===== config.mk =====
export PLATFORM = sky130hd
export DESIGN_NAME = opsum_gather_bus_flat
export DESIGN_NICKNAME = d
export VERILOG_FILES = /design/src/rtl/opsum_gather_bus_if.sv /design/src/rtl/opsum_gather_bus.sv /design/src/flat_wrapper.sv
export SDC_FILE = /design/constraint.sdc
export NUM_CORES = 1
export LEC_CHECK = 0
export CAP_MARGIN = 15
export CORE_AREA = 2 2 206 208
export DETAILED_ROUTE_END_ITERATION = 7
export DIE_AREA = 0 0 208 210
export PLACE_DENSITY = 0.66
export SYNTH_ARGS = -nofsm -noshare
export SYNTH_HDL_FRONTEND = slang
export SYNTH_SLANG_ARGS = --single-unit

===== constraint.sdc =====
create_clock -name clk -period 8.9 [get_ports clk]
set_input_delay 1.78 -clock clk [delete_from_list [all_inputs] [get_ports clk]]
set_output_delay 1.78 -clock clk [all_outputs]
set_load 0.01 [all_outputs]

===== src/rtl/opsum_gather_bus_if.sv =====
// Handshake bundle for opsum_gather_bus: per-PE psum offers on one side, one tagged
// output stream on the other. master = the gather bus, slave = PEs plus downstream sink.
interface opsum_gather_bus_if #(
  parameter int PE_NUMS    = 14,
  parameter int ID_LEN     = 4,
  parameter int PSUM_WIDTH = 32
);
  logic [PE_NUMS-1:0]            pe_valid;
  logic [PE_NUMS*PSUM_WIDTH-1:0] pe_opsum;
  logic [PE_NUMS-1:0]            pe_ready;
  logic                          out_valid;
  logic                          out_ready;
  logic [ID_LEN+PSUM_WIDTH-1:0]  out_tag_value;

  modport master (
    input  pe_valid, pe_opsum, out_ready,
    output pe_ready, out_valid, out_tag_value
  );

  modport slave (
    output pe_valid, pe_opsum, out_ready,
    input  pe_ready, out_valid, out_tag_value
  );
endinterface


===== src/rtl/opsum_gather_bus.sv =====
// Collects PE partial sums onto one {id, psum} stream with round-robin arbitration.
// Define OPSUM_GATHER_FIXED_PRIO_EN for fixed lowest-index-wins priority instead.
module opsum_gather_bus #(
  parameter int PE_NUMS    = 14,
  parameter int ID_LEN     = 4,
  parameter int PSUM_WIDTH = 32
) (
  input  logic              clk,
  input  logic              rst,
  input  logic              enable,
  input  logic              set_id,
  input  logic [ID_LEN-1:0] id_scan_in,
  output logic [ID_LEN-1:0] id_scan_out,
  opsum_gather_bus_if.master bus
);
  localparam int IDX_W = (PE_NUMS > 1) ? $clog2(PE_NUMS) : 1;

  logic [ID_LEN-1:0]     id_reg  [PE_NUMS];
  logic [ID_LEN-1:0]     id_next [PE_NUMS];
  logic [IDX_W-1:0]      ptr_reg;
  logic [IDX_W-1:0]      ptr_next;
  logic                  out_valid_reg;
  logic [ID_LEN+PSUM_WIDTH-1:0] out_tag_value_reg;

  logic [IDX_W-1:0]      cand_idx;
  logic [IDX_W-1:0]      win_idx;
  logic                  win_found;
  logic                  slot_free;
  logic                  grant;
  logic [PSUM_WIDTH-1:0] win_opsum;

  // ID scan chain: id[0] takes the serial input, every other stage takes its neighbour.
  generate
    for (genvar gi = 0; gi < PE_NUMS; gi++) begin : g_scan
      if (gi == 0) begin : g_head
        assign id_next[gi] = id_scan_in;
      end else begin : g_body
        assign id_next[gi] = id_reg[gi-1];
      end
    end
  endgenerate

  always_ff @(posedge clk or negedge rst) begin
    if (!rst) begin
      for (int i = 0; i < PE_NUMS; i++) id_reg[i] <= '0;
    end else if (set_id) begin
      for (int i = 0; i < PE_NUMS; i++) id_reg[i] <= id_next[i];
    end
  end

  assign id_scan_out = id_reg[PE_NUMS-1];

  // Walk offsets from the highest down so the smallest offset from the pointer wins.
  always_comb begin
    win_found = 1'b0;
    win_idx   = '0;
    cand_idx  = '0;
    for (int i = PE_NUMS - 1; i >= 0; i--) begin
      if (int'(ptr_reg) + i >= PE_NUMS)
        cand_idx = IDX_W'(int'(ptr_reg) + i - PE_NUMS);
      else
        cand_idx = IDX_W'(int'(ptr_reg) + i);
      if (bus.pe_valid[cand_idx]) begin
        win_found = 1'b1;
        win_idx   = cand_idx;
      end
    end
  end

  assign slot_free = !out_valid_reg || bus.out_ready;
  assign grant     = rst && enable && !set_id && slot_free && win_found;
  assign win_opsum = bus.pe_opsum[win_idx*PSUM_WIDTH +: PSUM_WIDTH];

`ifdef OPSUM_GATHER_FIXED_PRIO_EN
  assign ptr_next = '0;
`else
  assign ptr_next = (win_idx == IDX_W'(PE_NUMS - 1)) ? '0 : win_idx + 1'b1;
`endif

  generate
    for (genvar gi = 0; gi < PE_NUMS; gi++) begin : g_ready
      assign bus.pe_ready[gi] = grant && (win_idx == IDX_W'(gi));
    end
  endgenerate

  // A grant may coincide with the downstream accepting the previous word.
  always_ff @(posedge clk or negedge rst) begin
    if (!rst) begin
      out_valid_reg     <= 1'b0;
      out_tag_value_reg <= '0;
      ptr_reg           <= '0;
    end else if (grant) begin
      out_valid_reg     <= 1'b1;
      out_tag_value_reg <= {id_reg[win_idx], win_opsum};
      ptr_reg           <= ptr_next;
    end else if (bus.out_ready) begin
      out_valid_reg     <= 1'b0;
    end
  end

  assign bus.out_valid     = out_valid_reg;
  assign bus.out_tag_value = out_tag_value_reg;
endmodule


===== src/flat_wrapper.sv =====
// flat-port wrapper written by rule: the top's interface ports become plain ports
module opsum_gather_bus_flat 
#(
  parameter int PE_NUMS    = 14,
  parameter int ID_LEN     = 4,
  parameter int PSUM_WIDTH = 32
)
  (clk, rst, enable, set_id, id_scan_in, id_scan_out, bus_pe_valid, bus_pe_opsum, bus_out_ready, bus_pe_ready, bus_out_valid, bus_out_tag_value);
  opsum_gather_bus_if #(.PE_NUMS(PE_NUMS), .ID_LEN(ID_LEN), .PSUM_WIDTH(PSUM_WIDTH)) bus_i ();
  input  logic clk;
  input  logic rst;
  input  logic enable;
  input  logic set_id;
  input  logic [ID_LEN-1:0] id_scan_in;
  output logic [ID_LEN-1:0] id_scan_out;
  input wire logic [$bits(bus_i.pe_valid)-1:0] bus_pe_valid;
  input wire logic [$bits(bus_i.pe_opsum)-1:0] bus_pe_opsum;
  input wire logic [$bits(bus_i.out_ready)-1:0] bus_out_ready;
  output wire logic [$bits(bus_i.pe_ready)-1:0] bus_pe_ready;
  output wire logic [$bits(bus_i.out_valid)-1:0] bus_out_valid;
  output wire logic [$bits(bus_i.out_tag_value)-1:0] bus_out_tag_value;
  assign bus_i.pe_valid = bus_pe_valid;
  assign bus_i.pe_opsum = bus_pe_opsum;
  assign bus_i.out_ready = bus_out_ready;
  assign bus_pe_ready = bus_i.pe_ready;
  assign bus_out_valid = bus_i.out_valid;
  assign bus_out_tag_value = bus_i.out_tag_value;
  opsum_gather_bus #(.PE_NUMS(PE_NUMS), .ID_LEN(ID_LEN), .PSUM_WIDTH(PSUM_WIDTH)) u_core (.clk(clk), .rst(rst), .enable(enable), .set_id(set_id), .id_scan_in(id_scan_in), .id_scan_out(id_scan_out), .bus(bus_i));
endmodule

Word level (Yosys, flattened, before mapping). Index checks and enable logic that the tools add are counted.

Logic and storage cells: 188. Bits of input ports: 471. Output and inout bits: 55. Register bits: 97.

Eq/ne operators: 13. Order comparisons: 29. Mux-type cells: 76. Bitwise operators: 1. $add $sub $neg: 28. Reduce and logical (&&, ||, !) cells: 23. Shift operators: 1.

Operators by type and width (count): variable part select 448 x 10 -> 32 bit (1); 2-to-1 mux 4 bit (31); < comparator 4 x 5 -> 1 bit (second input constant) (14); >= comparator 5 x 4 -> 1 bit (second input constant) (13); binary-select mux 1 bit (select 4 bit) (14); subtractor 4 x 2 -> 4 bit (second input constant) (13); adder 4 x 4 -> 5 bit (second input constant) (6); 2-to-1 mux 1 bit (30); equality test 4 bit (second input constant) (6); adder 4 x 3 -> 5 bit (second input constant) (4); logical AND 1 bit (18); binary-select mux 4 bit (select 4 bit) (1); equality test 4 x 3 -> 1 bit (second input constant) (4); adder 4 x 2 -> 5 bit (second input constant) (2); equality test 4 x 2 -> 1 bit (second input constant) (2); adder 4 x 1 -> 5 bit (second input constant) (1); >= comparator 5 bit (second input constant) (1); NOT 4 -> 5 bit (1); adder 4 x 1 -> 4 bit (second input constant) (1); equality test 4 x 1 -> 1 bit (second input constant) (1); >= comparator 4 bit (second input constant) (1); zero test 4 bit (1); subtractor 4 bit (second input constant) (1); zero test 1 bit (2); 2 further kinds (2).

Logic depth before layout (Yosys ltp). Gate-level depths: netlist of the first run.

Depth after elaboration: 23. Mapped depth: 26. Depth with buffers taken out: 17.

Worst setup path after synthesis of the first run. No wires, ideal clock.

Path kind: register to output. Start point: register u_core.ptr_reg[0]. End point: output bus_pe_ready[12]. Arrival: 4811 ps. Stages on the path, launching flop included: 25. Buffers on the path: 9. Path slack: 2309 ps. Required time: 7120 ps. Cell sequence: dfrtp_1 buf_4 buf_6 inv_2 ha_1 buf_4 inv_1 clkbuf_1 ha_1 buf_4 clkbuf_1 o21ai_0 mux2i_1 o21bai_1 a22o_1 a31oi_1 o21ai_2 nor4_2 nand2_1 o21ai_2 buf_4 buf_2 buf_2 nand2_1 nor2_1.

Cells in the longest elaborated chain, start to end: 21. Elaborated cells between the ends (all ways): 114. Those cells by class: add/sub (27); order compare (14); eq/ne (1); mux (70); reduce/logical (2).

RTL lines: start: declaration (line opsum_gather_bus.sv:20) `logic [IDX_W-1:0] ptr_reg;`; start signal: assignment (line opsum_gather_bus.sv:95) `ptr_reg <= ptr_next;`; adder 4 x 4 -> 5 bit (line opsum_gather_bus.sv:59) `if (int'(ptr_reg) + i >= PE_NUMS)`; subtractor 4 x 2 -> 4 bit / >= comparator 5 x 4 -> 1 bit (equally long branches) (line opsum_gather_bus.sv:60, opsum_gather_bus.sv:59); 2-to-1 mux 4 bit (line opsum_gather_bus.sv:59); binary-select mux 1 bit (select 4 bit) (line opsum_gather_bus.sv:63) `if (bus.pe_valid[cand_idx]) begin`; 2-to-1 mux 1 bit (implied by the code) (line opsum_gather_bus.sv:63); 2-to-1 mux 4 bit / 2-to-1 mux 1 bit (equally long branches) (14 in a row) (line opsum_gather_bus.sv:63); equality test 4 bit / logical AND 1 bit (equally long branches) (line opsum_gather_bus.sv:82, opsum_gather_bus.sv:71); logical AND 1 bit * (line opsum_gather_bus.sv:82) `assign bus.pe_ready[gi] = grant && (win_idx == IDX_W'(gi));`; end: declaration (line flat_wrapper.sv:19) `output wire logic [$bits(bus_i.pe_ready)-1:0] bus_pe_ready;`.

Mark *: on every way between the ends. The rest lies on a longest branch, timed or not. The select of a mux whose other input is x is not followed.

Worst setup path in the final report of the first run.
Start point: register u_core.ptr_reg[1]. End point: output bus_pe_ready[3].

Cells in the longest elaborated chain, start to end: 21. Elaborated cells between the ends (all ways): 114. Those cells by class: add/sub (27); order compare (14); eq/ne (1); mux (70); reduce/logical (2).

RTL lines (line): adder 4 x 4 -> 5 bit (opsum_gather_bus.sv:59); subtractor 4 x 2 -> 4 bit / >= comparator 5 x 4 -> 1 bit (equally long branches) (opsum_gather_bus.sv:60, opsum_gather_bus.sv:59); 2-to-1 mux 4 bit (opsum_gather_bus.sv:59); binary-select mux 1 bit (select 4 bit) (opsum_gather_bus.sv:63); 2-to-1 mux 1 bit (implied by the code) (opsum_gather_bus.sv:63); 2-to-1 mux 4 bit / 2-to-1 mux 1 bit (equally long branches) (14 in a row) (opsum_gather_bus.sv:63); equality test 4 x 2 -> 1 bit / logical AND 1 bit (equally long branches) (opsum_gather_bus.sv:82, opsum_gather_bus.sv:71); logical AND 1 bit * (opsum_gather_bus.sv:82).

Marks and branches as above.

==> results of run 1 <==
-- how the worst max path moves through the flow --
stage | start | endpoint | slack [ns] | depth (start not counted)
global route | u_core.ptr_reg[1]$_DFFE_PN0P_ | bus_pe_ready[0] | 0.29 | 17
CTS | u_core.ptr_reg[1]$_DFFE_PN0P_ | bus_pe_ready[0] | 0.73 | 17
finish | u_core.ptr_reg[1]$_DFFE_PN0P_ | bus_pe_ready[3] | 0.56 | 17
floorplan | u_core.ptr_reg[0]$_DFFE_PN0P_ | bus_pe_ready[12] | 2.31 | 24
global placement | bus_pe_valid[9] | bus_pe_ready[13] | 0.91 | 12
detailed placement | bus_pe_valid[9] | bus_pe_ready[13] | 0.76 | 12
-- cell usage in the layout, fill, tap and decap left out, drive strengths merged, types with 9 or more instances in the layout --
cell type / n
a221o: 38
a31oi: 43
xnor2: 22
buf: 59
nor3: 14
o2111ai: 74
clkbuf: 9
and3: 40
a21oi: 36
inv: 95
and2: 48
nor2: 126
mux2i: 64
a41oi: 37
ha: 21
nand3: 13
nand4: 35
clkdlybuf4s50: 523
nand2b: 12
o211ai: 198
a2111oi: 11
a211oi: 39
mux2: 106
a311o: 32
o21ai: 55
nand2: 131
a21boi: 37
nor2b: 22
dfrtp: 97
a21o: 10
o21a: 10
mux4: 12
-- layer usage --
metal | track usage, % | up-vias
met5 | 0 | -
met4 | 26.1 | 2
met3 | 5.81 | 212
met2 | 63.0 | 1107
met1 | 43.4 | 8645
li1 | - | 7884
-- final cells by class --
class	instances	share of cell area [%]
clock inverters	7	0.352
inverters	92	1.71
multi-input cells	1413	53.3
diodes	8	0.0989
flip-flops and latches	97	12.0
clock buffers	9	1.11
well taps	539	3.33
repair buffers	582	28.1
-- worst max-delay path: cells and delay by family (launching register included) --
kind	cells	cell delay, ns
AO/OA/AOI/OAI	5	1.65
XOR/XNOR	1	0.27
adder cells (fa/ha/maj)	2	0.93
buffers and inverters	3	0.73
flip-flops	1	0.77
multiplexers	1	0.33
AND/OR/NAND/NOR	5	1.49
-- cells by family (layout without fill, tap and decap cells) --
group                    Yosys count  after routing
buffers and inverters            276            690
adder cells (fa/ha/maj)           22             22
XOR/XNOR                          24             24
flip-flops                        97             97
other                              0              8
AO/OA/AOI/OAI                    702            702
multiplexers                     182            182
AND/OR/NAND/NOR                  483            483
-- metrics by stage --
step                std cells  cell area (µm²)  utilization (%)
floorplan                1786            14300                -
global placement         2723            19900             48.0
detailed placement       2723            19900             48.0
CTS                      2739            20200             48.7
global route             2747            20200             48.8
finish                   2747            20200             48.8
==> flow_summary_export.csv, run 1 <==
group,metric,value,unit
die,design.core.area,41500,µm²
final_layout,largest_reg_flops,52,
synthesis,syn-num-nets,2279,
drt,firstDrtPassIters,7,
sta,fin_crit_sh,93.7,%
worst_hold_path,hold_path.class,"flip-flop to flip-flop",
critical_path,path_cells,"inv_2 > ha_1 > xor2_4 > inv_2 > ha_1 > nand2b_1 > mux2_2 > a21oi_1 > a221oi_1 > a211oi_1 > o21ai_2 > nor2_1 > o311ai_0 > nand2_2 > nand2_2 > nor2_1 > clkdlybuf4s50_1",
final_layout,fillers,4082,
grt,overflow,0,
clock_network,post_cts_resized,0,
grt,grt_usage,37.3,%
sta,setup_viol,0,
critical_path,cp_slowest_cell,"dfrtp_1",
die,die-area,43700,µm²
grt,grt_pass1_vias,17800,
clock_network,cts_root_buffer,"clkbuf_16",
die,dieWidth,208,µm
final_layout,area_growth,41.7,%
sta,max_freq,120,MHz
die,die_h,210,µm
worst_hold_path,hold_depth,2,
drt,via_per_inst,6.50,
critical_path,cp-end-kind,"primary output",
die,initial_core_util,34.4,%
clock_network,cts_tree,"yes",
clock_network,hold_buffers,0,
final_layout,multi_input_comb_area,10800,µm²
drt,routed-wl-met3,6430,µm
synthesis,syn_area,14300,µm²
final_layout,drive_above_1_share,11.6,%
clock_network,cts_buffer_depth,2,
die,rows,75,
synthesis,synth_top_area_share,17.0,%
synthesis,yosysSeqAreaShare,17.0,%
drt,drc,0,
synthesis,avgSynthCellArea,8.00,µm²
critical_path,critPathKind,"flip-flop to primary output",
sta,tns,0,ns
critical_path,critPathMaxStageDelay,0.77,ns
critical_path,reg2reg_depth,17,
synthesis,synth-seq-cells,97,
synthesis,synth_common_cells,"o211ai_1 (188), nand2_1 (130), nor2_1 (126), clkbuf_1 (106), mux2_2 (104)",
synthesis,synth-main-ff-cell,"dfrtp_1",
synthesis,synth.distinct_cells,100,
sta,holdWs,0.496,ns
sta,slew_viol_final,0,
clock_network,clock_latency,0.37,ns
clock_network,numClockSinks,97,
synthesis,synth_top_family_by_area,"compound AO/OA/AOI/OAI gates",
clock_network,cts_max_level,3,
sta,tightestPinTransition,1.09,ns
placement,place_hpwl,65100,µm
critical_path,reg2reg_to,"u_core.bus.out_tag_value[18]$_DFFE_PN0P_",
placement,finalWeightedCongestion,0.977,
sta,max_slew_margin,27.0,%
synthesis,synth-adder-area-share,1.98,%
synthesis,synthMostInstantiatedCell,"o211ai_1",
run,cap_violations,0,
synthesis,synth_area_leader_cell,"dfrtp_1",
drt,wire_per_inst,30.9,µm
critical_path,critPathRequiredTime,7.12,ns
die,boundaryPins,526,
drt,drt_wl_total,84800,µm
synthesis,ys_warn_count,0,
drt,wl_met2,40600,µm
final_layout,finish.net_count,2688,
sta,post-route-min-period,8.34,ns
sta,rsz0062_at_grt,"no",
critical_path,timing.rr.start,"u_core.ptr_reg[1]$_DFFE_PN0P_",
drt,drtIter0Drc,1606,
critical_path,cp_max_fo,18,
clock_network,path_clk_slew,0.08,ns
synthesis,async_flop_share,100,%
grt,grt_pass1_wl,122000,µm
critical_path,arrival,6.56,ns
critical_path,cp-start-kind,"flip-flop",
synthesis,synthMuxAreaShare,14.8,%
drt,ant_nets,0,
synthesis,synth-compound-area-share,39.2,%
synthesis,synthXorXnorAreaFrac,1.66,%
sta,fin_skew,0.0139,ns
placement,io_buffer_count,525,
synthesis,synth_area_leaders,"dfrtp_1 (17%), o211ai_1 (9.9%), mux2_2 (8.2%)",
status,outcome,"completed",
grt,grt_max_degree,80,
synthesis,syn_inst,1786,
synthesis,synth_edf_count,0,
clock_network,postCtsSetupRepairBufs,0,
worst_hold_path,hold_path.startpoint,"u_core.id_next[19]$_DFFE_PN0P_",
sta,finalHoldViolCount,0,
placement,place_ws,0.764,ns
synthesis,synth-simple-area-share,17.0,%
final_layout,seq_area,2430,µm²
worst_hold_path,holdPathEnd,"u_core.id_next[15]$_DFFE_PN0P_",
drt,wl_met1,31300,µm
sta,finalWorstSetupSlack,0.559,ns
drt,top_layer,"met5",
drt,vias,17900,
grt,antenna_found_initial,9,
critical_path,r2r_slack,1.66,ns
clock_network,cts_buffers,9,
Power of run 1 is left out: the tool's default activity adds up to more than one toggle a clock period on the data nets, which glitch-free logic cannot reach.
==> inputs of run 2 (changes only) <==
--- a/config.mk
+++ b/config.mk
@@ -9,7 +9,7 @@
 export CORE_AREA = 2 2 206 208
 export DETAILED_ROUTE_END_ITERATION = 7
 export DIE_AREA = 0 0 208 210
-export PLACE_DENSITY = 0.66
+export PLACE_DENSITY = 0.65
 export SYNTH_ARGS = -nofsm -noshare
 export SYNTH_HDL_FRONTEND = slang
 export SYNTH_SLANG_ARGS = --single-unit
==> run 2 against run 1 <==
Net effect:
- global-route usage decreased by 0.22 points
- core utilization about the same
- non-clock buffer count increased by 2
- sequential share of layout area about the same
- register-to-register slack improved by 0.05 ns
- hold slack got worse by 0.0084 ns
- worst setup slack got worse by 0.072 ns
- final cell count increased by 0.11%
- flip-flop and latch count unchanged
- die area unchanged
- clock skew decreased by 0.0015 ns
- first-iteration DRC count increased by 11%
- critical endpoint unchanged
- largest cell class unchanged
- highest routed layer is now met4
==> flow_summary_export.csv, run 2 (synthesis results as in run 1) <==
group,metric,value,unit
run,cap_violations,0,
critical_path,r2r_slack,1.71,ns
drt,drt_wl_total,84000,µm
sta,tns,0,ns
critical_path,timing.rr.start,"u_core.ptr_reg[1]$_DFFE_PN0P_",
critical_path,cp-end-kind,"primary output",
sta,rsz0062_at_grt,"no",
drt,drtIter0Drc,1788,
final_layout,final_util,48.8,%
status,outcome,"completed",
sta,slew_viol_final,0,
sta,max_slew_margin,27.0,%
final_layout,fillers,4044,
placement,place_ws,0.780,ns
sta,setup_viol,0,
clock_network,postCtsSetupRepairBufs,0,
grt,antenna_found_initial,9,
die,die_h,210,µm
final_layout,seq_area,2430,µm²
grt,overflow,0,
sta,fin_crit_sh,94.5,%
critical_path,crit_start,"u_core.ptr_reg[1]$_DFFE_PN0P_",
clock_network,numClockSinks,97,
critical_path,reg2reg_depth,18,
drt,drc,0,
final_layout,area_growth,41.8,%
sta,finalHoldViolCount,0,
placement,place_hpwl,64700,µm
die,rows,75,
final_layout,drive_above_1_share,11.7,%
drt,via_per_inst,6.44,
final_layout,finish.net_count,2690,
grt,grt_pass1_vias,17600,
critical_path,arrival,6.63,ns
critical_path,crit_end,"bus_pe_ready[3]",
critical_path,cp_max_fo,24,
clock_network,path_clk_slew,0.08,ns
critical_path,cp-start-kind,"flip-flop",
critical_path,reg2reg_to,"u_core.bus.out_tag_value[9]$_DFFE_PN0P_",
die,boundaryPins,526,
drt,ant_nets,0,
grt,grt_pass1_wl,121000,µm
drt,vias,17700,
clock_network,cts_buffer_depth,2,
clock_network,hold_buffers,0,
drt,wire_per_inst,30.6,µm
sta,tightestPinTransition,1.09,ns
placement,finalWeightedCongestion,0.947,
sta,max_freq,119,MHz
clock_network,cts_buffers,9,
clock_network,cts_root_buffer,"clkbuf_16",
drt,firstDrtPassIters,6,
clock_network,cts_tree,"yes",
critical_path,critPathKind,"flip-flop to primary output",
final_layout,largest_reg_flops,52,
die,dieWidth,208,µm
grt,grt_usage,37.0,%
sta,fin_skew,0.0124,ns
critical_path,critPathRequiredTime,7.12,ns
clock_network,cts_max_level,3,
die,die-area,43700,µm²
final_layout,layout.cells.most_common,"clkdlybuf4s50_1",
final_layout,final_cell_mix,"clkdlybuf4s50_1 (523), o211ai_1 (188), nor2_1 (126), nand2_1 (126), mux2_2 (104)",
sta,finalWorstSetupSlack,0.487,ns
die,initial_core_util,34.4,%
grt,grt_max_degree,78,
final_layout,multi_input_comb_area,10800,µm²
sta,post-route-min-period,8.41,ns
clock_network,post_cts_resized,0,
die,design.core.area,41500,µm²
worst_hold_path,hold_path.class,"flip-flop to flip-flop",
clock_network,clock_latency,0.37,ns
placement,io_buffer_count,525,
## run 2: cell types whose count changed in the layout (fill, tap and decap cells not counted)
| cell | previous run | this run |
|---|---|---|
| clkinv_4 | 1 | 0 |
| clkinvlp_4 | 2 | 3 |
| clkbuf_2 | 0 | 1 |
| buf_12 | 1 | 2 |
| clkinv_8 | 1 | 0 |
| diode_2 | 8 | 9 |
| inv_8 | 2 | 1 |
| inv_6 | 1 | 3 |
## run 2: area by class of cell
class	instances	share of cell area (%)
diodes	9	0.111
flip-flops and latches	97	12.0
clock buffers	9	1.11
well taps	539	3.33
inverters	92	1.70
clock inverters	7	0.297
repair buffers	584	28.2
multi-input cells	1413	53.2
## run 2: worst min path at each step
stage | start | endpoint | slack [ns] | cells after the start
after global routing | u_core.id_next[16]$_DFFE_PN0P_ | u_core.id_next[12]$_DFFE_PN0P_ | 0.52 | 2
after global placement | u_core.id_next[19]$_DFFE_PN0P_ | u_core.id_next[15]$_DFFE_PN0P_ | 0.46 | 2
after CTS | u_core.id_next[16]$_DFFE_PN0P_ | u_core.id_next[12]$_DFFE_PN0P_ | 0.48 | 2
after floorplan | u_core.id_next[16]$_DFFE_PN0P_ | u_core.id_next[12]$_DFFE_PN0P_ | 0.45 | 2
after detailed placement | u_core.id_next[19]$_DFFE_PN0P_ | u_core.id_next[15]$_DFFE_PN0P_ | 0.47 | 2
final | u_core.id_next[16]$_DFFE_PN0P_ | u_core.id_next[12]$_DFFE_PN0P_ | 0.49 | 2
## run 2: per-stage QoR
stage                     hold slack, ns  cells  cell area, µm²
after floorplan                    0.450   1786           14300
after global placement             0.463   2724           19900
after detailed placement           0.469   2724           19900
after CTS                          0.482   2740           20200
after global routing               0.521   2749           20300
final                              0.488   2750           20300
## run 2: worst max-delay path: stages, from the launching register on
cell and delay (ns):
dfrtp_1 0.41, inv_2 0.23, ha_1 0.58, xor2_4 0.21
inv_2 0.26, ha_1 0.32, buf_4 0.24, nand2_1 0.06
mux2_2 0.32, a21oi_1 0.24, a221oi_1 0.15, a211oi_1 0.66
o21ai_2 0.27, nor2_1 0.33, o311ai_0 0.32, nand2_2 0.19
buf_4 0.36, nand2_2 0.21, nor2_1 0.29, clkdlybuf4s50_1 0.60
## run 2: per-layer routing
layer  track usage [%]  vias to the layer above  part of all wire (%)
met4              24.1                        0                   7.2
met2              63.6                      993                    49
met1              43.5                     8653                    37
li1                  -                     7893                     -
met5                 0                        -                     0
met3              4.98                      181                   7.0
Power of run 2 is left out for the same reason.
==> inputs of run 3 (changes only) <==
--- a/config.mk
+++ b/config.mk
@@ -9,6 +9,7 @@
 export CORE_AREA = 2 2 206 208
 export DETAILED_ROUTE_END_ITERATION = 7
 export DIE_AREA = 0 0 208 210
+export GPL_TIMING_DRIVEN = 1
 export PLACE_DENSITY = 0.65
 export SYNTH_ARGS = -nofsm -noshare
 export SYNTH_HDL_FRONTEND = slang
==> constraint.sdc (replaced) <==
create_clock -name clk -period 9.35 [get_ports clk]
set_input_delay 1.87 -clock clk [delete_from_list [all_inputs] [get_ports clk]]
set_output_delay 1.87 -clock clk [all_outputs]
set_load 0.01 [all_outputs]
==> run 3 against run 2 <==
Net effect:
- flip-flop and latch count unchanged
- hold slack improved by 0.0084 ns
- final area decreased by 0.22%
- final cell count decreased by 0.44%
- clock-buffer cell count unchanged
- global-route usage decreased by 0.29 points
- via count about the same
- critical endpoint unchanged
- largest cell class unchanged
==> flow_summary_export.csv, run 3 (synthesis results as in run 1) <==
group,metric,value,unit
sta,slew_viol_final,0,
critical_path,cp-start-kind,"flip-flop",
drt,firstDrtPassIters,6,
sta,fin_skew,0.00844,ns
die,dieWidth,208,µm
sta,max_slew_margin,25.8,%
grt,antenna_found_initial,7,
critical_path,cp_max_fo,19,
die,die-area,43700,µm²
drt,drt_wl_total,83500,µm
placement,finalWeightedCongestion,0.977,
die,design.core.area,41500,µm²
sta,setup_viol,0,
clock_network,cts_max_level,3,
critical_path,cp-end-kind,"primary output",
final_layout,final_cell_mix,"clkdlybuf4s50_1 (523), o211ai_1 (188), nor2_1 (126), nand2_1 (126), mux2_2 (104)",
final_layout,largest_reg_flops,52,
clock_network,cts_buffer_depth,2,
sta,rsz0062_at_grt,"no",
drt,via_per_inst,6.48,
critical_path,critPathKind,"flip-flop to primary output",
clock_network,cts_tree,"yes",
sta,tns,0,ns
clock_network,cts_root_buffer,"clkbuf_16",
clock_network,clock_latency,0.37,ns
final_layout,finish.net_count,2681,
clock_network,cts_buffers,9,
die,boundaryPins,526,
sta,fin_crit_sh,89.9,%
critical_path,critPathRequiredTime,7.48,ns
drt,ant_nets,0,
sta,finalHoldViolCount,0,
drt,wire_per_inst,30.5,µm
drt,vias,17700,
placement,place_hpwl,63900,µm
clock_network,numClockSinks,97,
die,initial_core_util,34.4,%
status,outcome,"completed",
final_layout,layout.cells.most_common,"clkdlybuf4s50_1",
clock_network,hold_buffers,0,
die,die_h,210,µm
clock_network,post_cts_resized,0,
clock_network,path_clk_slew,0.08,ns
grt,grt_max_degree,79,
worst_hold_path,hold_path.class,"flip-flop to flip-flop",
grt,grt_pass1_wl,121000,µm
grt,overflow,0,
sta,post-route-min-period,8.40,ns
grt,grt_usage,36.8,%
drt,drtIter0Drc,1878,
die,rows,75,
final_layout,stdcell_area,20200,µm²
grt,grt_pass1_vias,17600,
placement,placed_area,19900,µm²
final_layout,drive_above_1_share,11.4,%
run,cap_violations,0,
drt,drc,0,
sta,max_freq,119,MHz
final_layout,area_growth,41.5,%
sta,tightestPinTransition,1.11,ns
critical_path,arrival,6.53,ns
clock_network,postCtsSetupRepairBufs,0,
placement,io_buffer_count,525,
## run 3: final cells by class
type	count	area, µm²
Fill cell	4059	21300
Clock inverter	7	81.3
Antenna cell	6	15.0
Multi-Input combinational cell	1413	10800
Sequential cell	97	2430
Timing Repair Buffer	575	5660
Clock buffer	9	225
Tap cell	539	674
Inverter	92	345
## run 3: routing by layer
metal | share of wire [%] | vias up | GRT usage [%]
li1 | - | 7863 | -
met1 | 37 | 8600 | 43.2
met2 | 48 | 1069 | 62.3
met3 | 7.5 | 201 | 5.54
met4 | 7.7 | 0 | 24.6
met5 | 0 | - | 0
## run 3: path summary, 6_finish.rpt
| path | start | end | slack, ns | cells past startpoint |
|---|---|---|---|---|
| setup / recovery | u_core.ptr_reg[0]$_DFFE_PN0P_ | bus_pe_ready[3] | 0.95 | 17 |
| hold / removal | u_core.id_next[19]$_DFFE_PN0P_ | u_core.id_next[15]$_DFFE_PN0P_ | 0.50 | 2 |
| setup reg to reg | u_core.ptr_reg[2]$_DFFE_PN0P_ | u_core.bus.out_tag_value[6]$_DFFE_PN0P_ | 2.18 | 18 |
| hold reg to reg | u_core.id_next[19]$_DFFE_PN0P_ | u_core.id_next[15]$_DFFE_PN0P_ | 0.50 | 2 |
| max in group asynchronous | rst | u_core.bus.out_tag_value[32]$_DFFE_PN0P_ | 6.55 | 2 |
| min in group asynchronous | rst | u_core.bus.out_tag_value[31]$_DFFE_PN0P_ | 1.47 | 1 |
## run 3: per-stage QoR
stage / instances / utilization (%) / hold WS [ns] / setup WS (ns)
final: 2738 / 48.7 / 0.496 / 0.948
after global placement: 2715 / 47.9 / 0.464 / 1.11
after global routing: 2738 / 48.7 / 0.523 / 0.564
after detailed placement: 2715 / 47.9 / 0.467 / 1.04
after floorplan: 1786 / - / 0.450 / 2.67
after CTS: 2731 / 48.6 / 0.489 / 0.938
## run 3: worst max-delay path: stages, from the launching register on
cell,delay (ns)
dfrtp_2,0.42
inv_2,0.20
ha_1,0.52
xor2_4,0.21
inv_2,0.26
ha_1,0.60
nand2b_1,0.10
mux2_2,0.33
a21oi_1,0.24
a221oi_1,0.16
a211oi_1,0.51
o21ai_2,0.24
nor2_1,0.32
o311ai_0,0.33
nand2_2,0.35
nand2_2,0.39
nor2_1,0.34
clkdlybuf4s50_1,0.62
Power of run 3 is left out for the same reason.
==> variant 1: new RTL, settings of run 3 <==
Build with the macro `OPSUM_GATHER_FIXED_PRIO_EN` defined.
--- a/src/rtl/opsum_gather_bus.sv
+++ b/src/rtl/opsum_gather_bus.sv
@@ -1,4 +1,6 @@
 // Collects PE partial sums onto one {id, psum} stream with round-robin arbitration.
 // Define OPSUM_GATHER_FIXED_PRIO_EN for fixed lowest-index-wins priority instead.
+`define OPSUM_GATHER_FIXED_PRIO_EN
+
 module opsum_gather_bus #(
   parameter int PE_NUMS    = 14,
Behaviour: not the same (a bounded check fails within 4 cycles, from zero or initial values and one cycle with rst low).
==> variant 1 against run 3 <==
Area after synthesis fell by 47%. Cell count fell by 32%. Critical path type is now in -> out. Wire length fell by 48%. Sequential cell count fell by 4. Worst setup slack improved by 1900 ps. Final area fell by 33%.
Power is left out: it rests on default switching activity, and per cell area and clock period it moved more than threefold.
==> variant 1: results (changes against run 3) <==
\begin{tabular}{lr}
\hline
Metric & Value \\
\hline
\multicolumn{2}{l}{\textbf{Placement}} \\
\quad Worst setup slack after placement & 2820 ps (+1780 ps) \\
\multicolumn{2}{l}{\textbf{Layout}} \\
\quad Fillcell total & 4304 (+6.0\%) \\
\quad Fraction of layout instances using a drive strength above 1 & 0.0852 (-0.0283) \\
\multicolumn{2}{l}{\textbf{Worst setup path}} \\
\quad Worst-case register-to-register setup slack & 7000 ps (+4820 ps) \\
\quad Cell with the largest stage delay on the worst path & sky130\_fd\_sc\_hd\_\_buf\_4 \\
\quad Source of the worst register-to-register timing path & u\_core.bus.out\_valid\$\_DFFE\_PN0P\_ \\
\quad Maximum net fanout on the critical path & 37 (+18) \\
\quad Largest delay share family, worst path & buffers and inverters \\
\quad Peak per-stage delay on the critical path & 530 ps (-90 ps) \\
\quad Register-to-Register Path Depth & 5 (-13) \\
\quad Endpoint of the most critical register-to-register path & u\_core.bus.out\_tag\_value[10]\$\_DFFE\_PN0P\_ \\
\quad Arrival time worst endpoint & 4670 ps (-1860 ps) \\
\multicolumn{2}{l}{\textbf{Hold path}} \\
\quad Worst hold path stage count & 1 (-1) \\
\quad Hold Startpoint & u\_core.bus.out\_tag\_value[23]\$\_DFFE\_PN0P\_ \\
\multicolumn{2}{l}{\textbf{Status}} \\
\quad Outcome & finished clean \\
\multicolumn{2}{l}{\textbf{Logic synthesis}} \\
\quad Sequential-to-total area share from yosys stat & 0.309 (+0.139) \\
\quad Post-Synthesis Net Count & 1315 (-42\%) \\
\quad Leading cell types by total area after synthesis & sky130\_fd\_sc\_hd\_\_dfrtp\_1, sky130\_fd\_sc\_hd\_\_mux2i\_1, sky130\_fd\_sc\_hd\_\_mux2\_2, sky130\_fd\_sc\_hd\_\_nand2\_1, sky130\_fd\_sc\_hd\_\_a221o\_1 \\
\quad Leading cell type by number of instances after synthesis & sky130\_fd\_sc\_hd\_\_nand2\_1 \\
\quad Synth top cells by count & sky130\_fd\_sc\_hd\_\_nand2\_1, sky130\_fd\_sc\_hd\_\_mux2i\_1, sky130\_fd\_sc\_hd\_\_dfrtp\_1, sky130\_fd\_sc\_hd\_\_nand3\_1, sky130\_fd\_sc\_hd\_\_mux2\_2 \\
\quad Post-synth cell types & 40 (-60\%) \\
\multicolumn{2}{l}{\textbf{STA}} \\
\quad Clock skew & 3.35 ps (-5.09 ps) \\
\quad Worst rel slew slack & 0.254 (-0.00471) \\
\multicolumn{2}{l}{\textbf{Global routing}} \\
\quad Combined global-route utilization of all metal layers & 0.189 (-0.178) \\
\quad Number of antenna violations at the first check in global routing & 5 (-2) \\
\multicolumn{2}{l}{\textbf{Routing}} \\
\quad Final routed wire length divided by cell count & 23.4 microns (-23\%) \\
\quad Number of DRC markers after the initial detailed-route iteration & 774 (-59\%) \\
\multicolumn{2}{l}{\textbf{Clock tree}} \\
\quad Clock latency of the later-clocked register in the worst-skew pair & 350 ps (-20 ps) \\
\hline
\end{tabular}
==> variant 1: metal layers <==
metal | track usage | wire [microns] | part of all wire | up-vias
li1 | - | - | - | 4233
met2 | 0.318 | 21300 | 0.49 | 503
met1 | 0.230 | 16900 | 0.39 | 4651
met4 | 0.0729 | 1160 | 0.027 | 0
met5 | 0 | 0 | 0 | -
met3 | 0.0527 | 4070 | 0.094 | 56
==> variant 1: worst max-delay path by stage <==
stage          slack [ps]               end  cells past startpoint             start
2_1_floorplan        4160   bus_pe_ready[7]                      7  bus_pe_valid[12]
3_3_place_gp         2860  bus_pe_ready[12]                      8   bus_pe_valid[9]
3_5_place_dp         2820  bus_pe_ready[12]                      8   bus_pe_valid[4]
4_1_cts              2810  bus_pe_ready[11]                      7   bus_pe_valid[6]
5_1_grt              2600  bus_pe_ready[11]                      7   bus_pe_valid[6]
6_report             2810  bus_pe_ready[12]                      8   bus_pe_valid[4]
==> variant 1: cell families after synthesis <==
logic type	after synthesis	synth area share
muxes	164	0.227
AOI/OAI and AO/OA	227	0.249
and+or+nand+nor	270	0.157
buffers and inverters	90	0.0589
DFF	93	0.309
==> variant 1: metrics by stage <==
stage,instances,hold WS [ps],cell area (sq um)
final,1858,504,13600
after global routing,1858,519,13600
after CTS,1852,507,13500
after detailed placement,1837,490,13200
after global placement,1837,482,13200
after floorplan,844,497,7540
==> variant 1: final cells by class <==
type | count | area [sq um] | share of cell area
timing repair buffer | 543 | 5400 | 0.398
clock buffer | 9 | 225 | 0.0166
tap | 539 | 674 | 0.0497
sequential | 93 | 2330 | 0.171
multi-input combinational | 661 | 4860 | 0.358
antenna | 5 | 12.5 | 0.000921
inverter | 2 | 7.51 | 0.000553
clock inverter | 6 | 76.3 | 0.00562
==> variant 1: worst reg2reg max path, cell delays in order, from the launching register on <==
cell                       delay, ps
sky130_fd_sc_hd__dfrtp_1         390
sky130_fd_sc_hd__nand2b_1         90
sky130_fd_sc_hd__nand3_1          80
sky130_fd_sc_hd__nor2_1          380
sky130_fd_sc_hd__o31a_2          990
sky130_fd_sc_hd__o32a_1          350
==> variant 2: new RTL, config.mk and constraints of run 3 <==
Made on the original files. Make the reset (`rst`) synchronous in 2 clocked blocks.
--- a/src/rtl/opsum_gather_bus.sv
+++ b/src/rtl/opsum_gather_bus.sv
@@ -41,5 +41,5 @@
   endgenerate
 
-  always_ff @(posedge clk or negedge rst) begin
+  always_ff @(posedge clk) begin
     if (!rst) begin
       for (int i = 0; i < PE_NUMS; i++) id_reg[i] <= '0;
@@ -85,5 +85,5 @@
 
   // A grant may coincide with the downstream accepting the previous word.
-  always_ff @(posedge clk or negedge rst) begin
+  always_ff @(posedge clk) begin
     if (!rst) begin
       out_valid_reg     <= 1'b0;
Function: changed (Yosys sat finds a counterexample within 4 cycles, from zero or initial values and one cycle with rst low; the reset may be asserted at any time).
==> variant 2 against run 3 <==
Via count shrank 15%. Die area stayed put. Worst setup slack got worse by 140 ps. Area after synthesis fell by 12%. Maximum frequency down 1.6%. Final area down 8.1%. Critical path depth grew 1. Wire length decreased by 16%. Synthesized cell count decreased by 9.3%. Sequential cell count stayed put. Critical path type unchanged. Highest routed layer is now met5.
Power is left out: it rests on default switching activity, and per cell area and clock period it moved more than threefold.
==> variant 2: results (changes against run 3) <==
\begin{tabular}{lr}
\hline
Metric & Value \\
\hline
\multicolumn{2}{l}{\textbf{Status}} \\
\quad Outcome & finished clean \\
\multicolumn{2}{l}{\textbf{Logic synthesis}} \\
\quad Portion of netlist area occupied by mux cells & 0.224 (+0.0760) \\
\quad Proportion of register bits with asynchronous set or reset after synthesis & 0 (-1.00) \\
\quad Synth Area in Adders & 0.0226 (+0.00280) \\
\quad Sequential-to-total area share from yosys stat & 0.200 (+0.0301) \\
\quad Most used flip-flop cell after synthesis & sky130\_fd\_sc\_hd\_\_edfxtp\_1 \\
\quad Post-Synthesis Net Count & 2113 (-7.3\%) \\
\multicolumn{2}{l}{\textbf{Layout}} \\
\quad Register area & 0.00250 sq mm (+3.1\%) \\
\quad Share of final layout cell area taken by non-clock buffers & 0.303 (+0.0235) \\
\quad Fraction of layout instances using a drive strength above 1 & 0.0726 (-0.0409) \\
\quad Non-clock inverter instance count of the final layout & 18 (-80\%) \\
\quad Antenna diode instance count & 19 (+13) \\
\quad Multi-input combinational cell area & 0.00935 sq mm (-13\%) \\
\quad Buffers, non-clock & 573 (-0.35\%) \\
\quad Fraction of area in clock buffers and inverters & 0.0156 (+0.000391) \\
\quad Nets@finish & 2567 (-4.3\%) \\
\multicolumn{2}{l}{\textbf{Routing}} \\
\quad Drt first pass iters & 7 (+1) \\
\quad Met2 wire length & 35800 microns (-11\%) \\
\quad Number of DRC markers after the initial detailed-route iteration & 1401 (-25\%) \\
\quad Post-DR vias/cell & 5.72 (-12\%) \\
\multicolumn{2}{l}{\textbf{STA}} \\
\quad Worst rel slew slack & 0.287 (+0.0288) \\
\quad Clock skew & 7.61 ps (-0.824 ps) \\
\multicolumn{2}{l}{\textbf{Global routing}} \\
\quad Via count of the first global-routing pass & 14534 (-17\%) \\
\quad Maximum number of pins on one net before global-route repair & 154 (+95\%) \\
\quad Grt met1 use & 0.344 (-0.0880) \\
\quad Combined global-route utilization of all metal layers & 0.304 (-0.0634) \\
\quad Global-route wire length before repair & 98500 microns (-18\%) \\
\multicolumn{2}{l}{\textbf{Worst setup path}} \\
\quad Arrival time worst endpoint & 6670 ps (+140 ps) \\
\quad Maximum net fanout on the critical path & 17 (-2) \\
\quad Peak per-stage delay on the critical path & 890 ps (+270 ps) \\
\multicolumn{2}{l}{\textbf{Placement}} \\
\quad Post-place instance area & 0.0182 sq mm (-8.3\%) \\
\hline
\end{tabular}
==> variant 2: path summary, 6_finish.rpt <==
| path | from | to | slack, ps | depth (start not counted) |
|---|---|---|---|---|
| setup / recovery | u_core.ptr_reg[1]$_SDFFE_PN0P_ | bus_pe_ready[10] | 810 | 18 |
| hold / removal | u_core.bus.out_tag_value[15]$_SDFFE_PN0P_ | u_core.bus.out_tag_value[15]$_SDFFE_PN0P_ | 550 | 2 |
| setup reg to reg | u_core.ptr_reg[1]$_SDFFE_PN0P_ | u_core.bus.out_tag_value[30]$_SDFFE_PN0P_ | 1630 | 19 |
| hold reg to reg | u_core.bus.out_tag_value[15]$_SDFFE_PN0P_ | u_core.bus.out_tag_value[15]$_SDFFE_PN0P_ | 550 | 2 |
==> variant 2: worst register-to-register path: cells and delay by family (launching register included) <==
family / cells / cell delay, ps
compound gates: 9 / 2470
xor+xnor: 1 / 270
mux: 3 / 1150
flops: 1 / 890
buf+inv: 3 / 1750
simple gates: 1 / 80
fa+ha+maj: 2 / 960
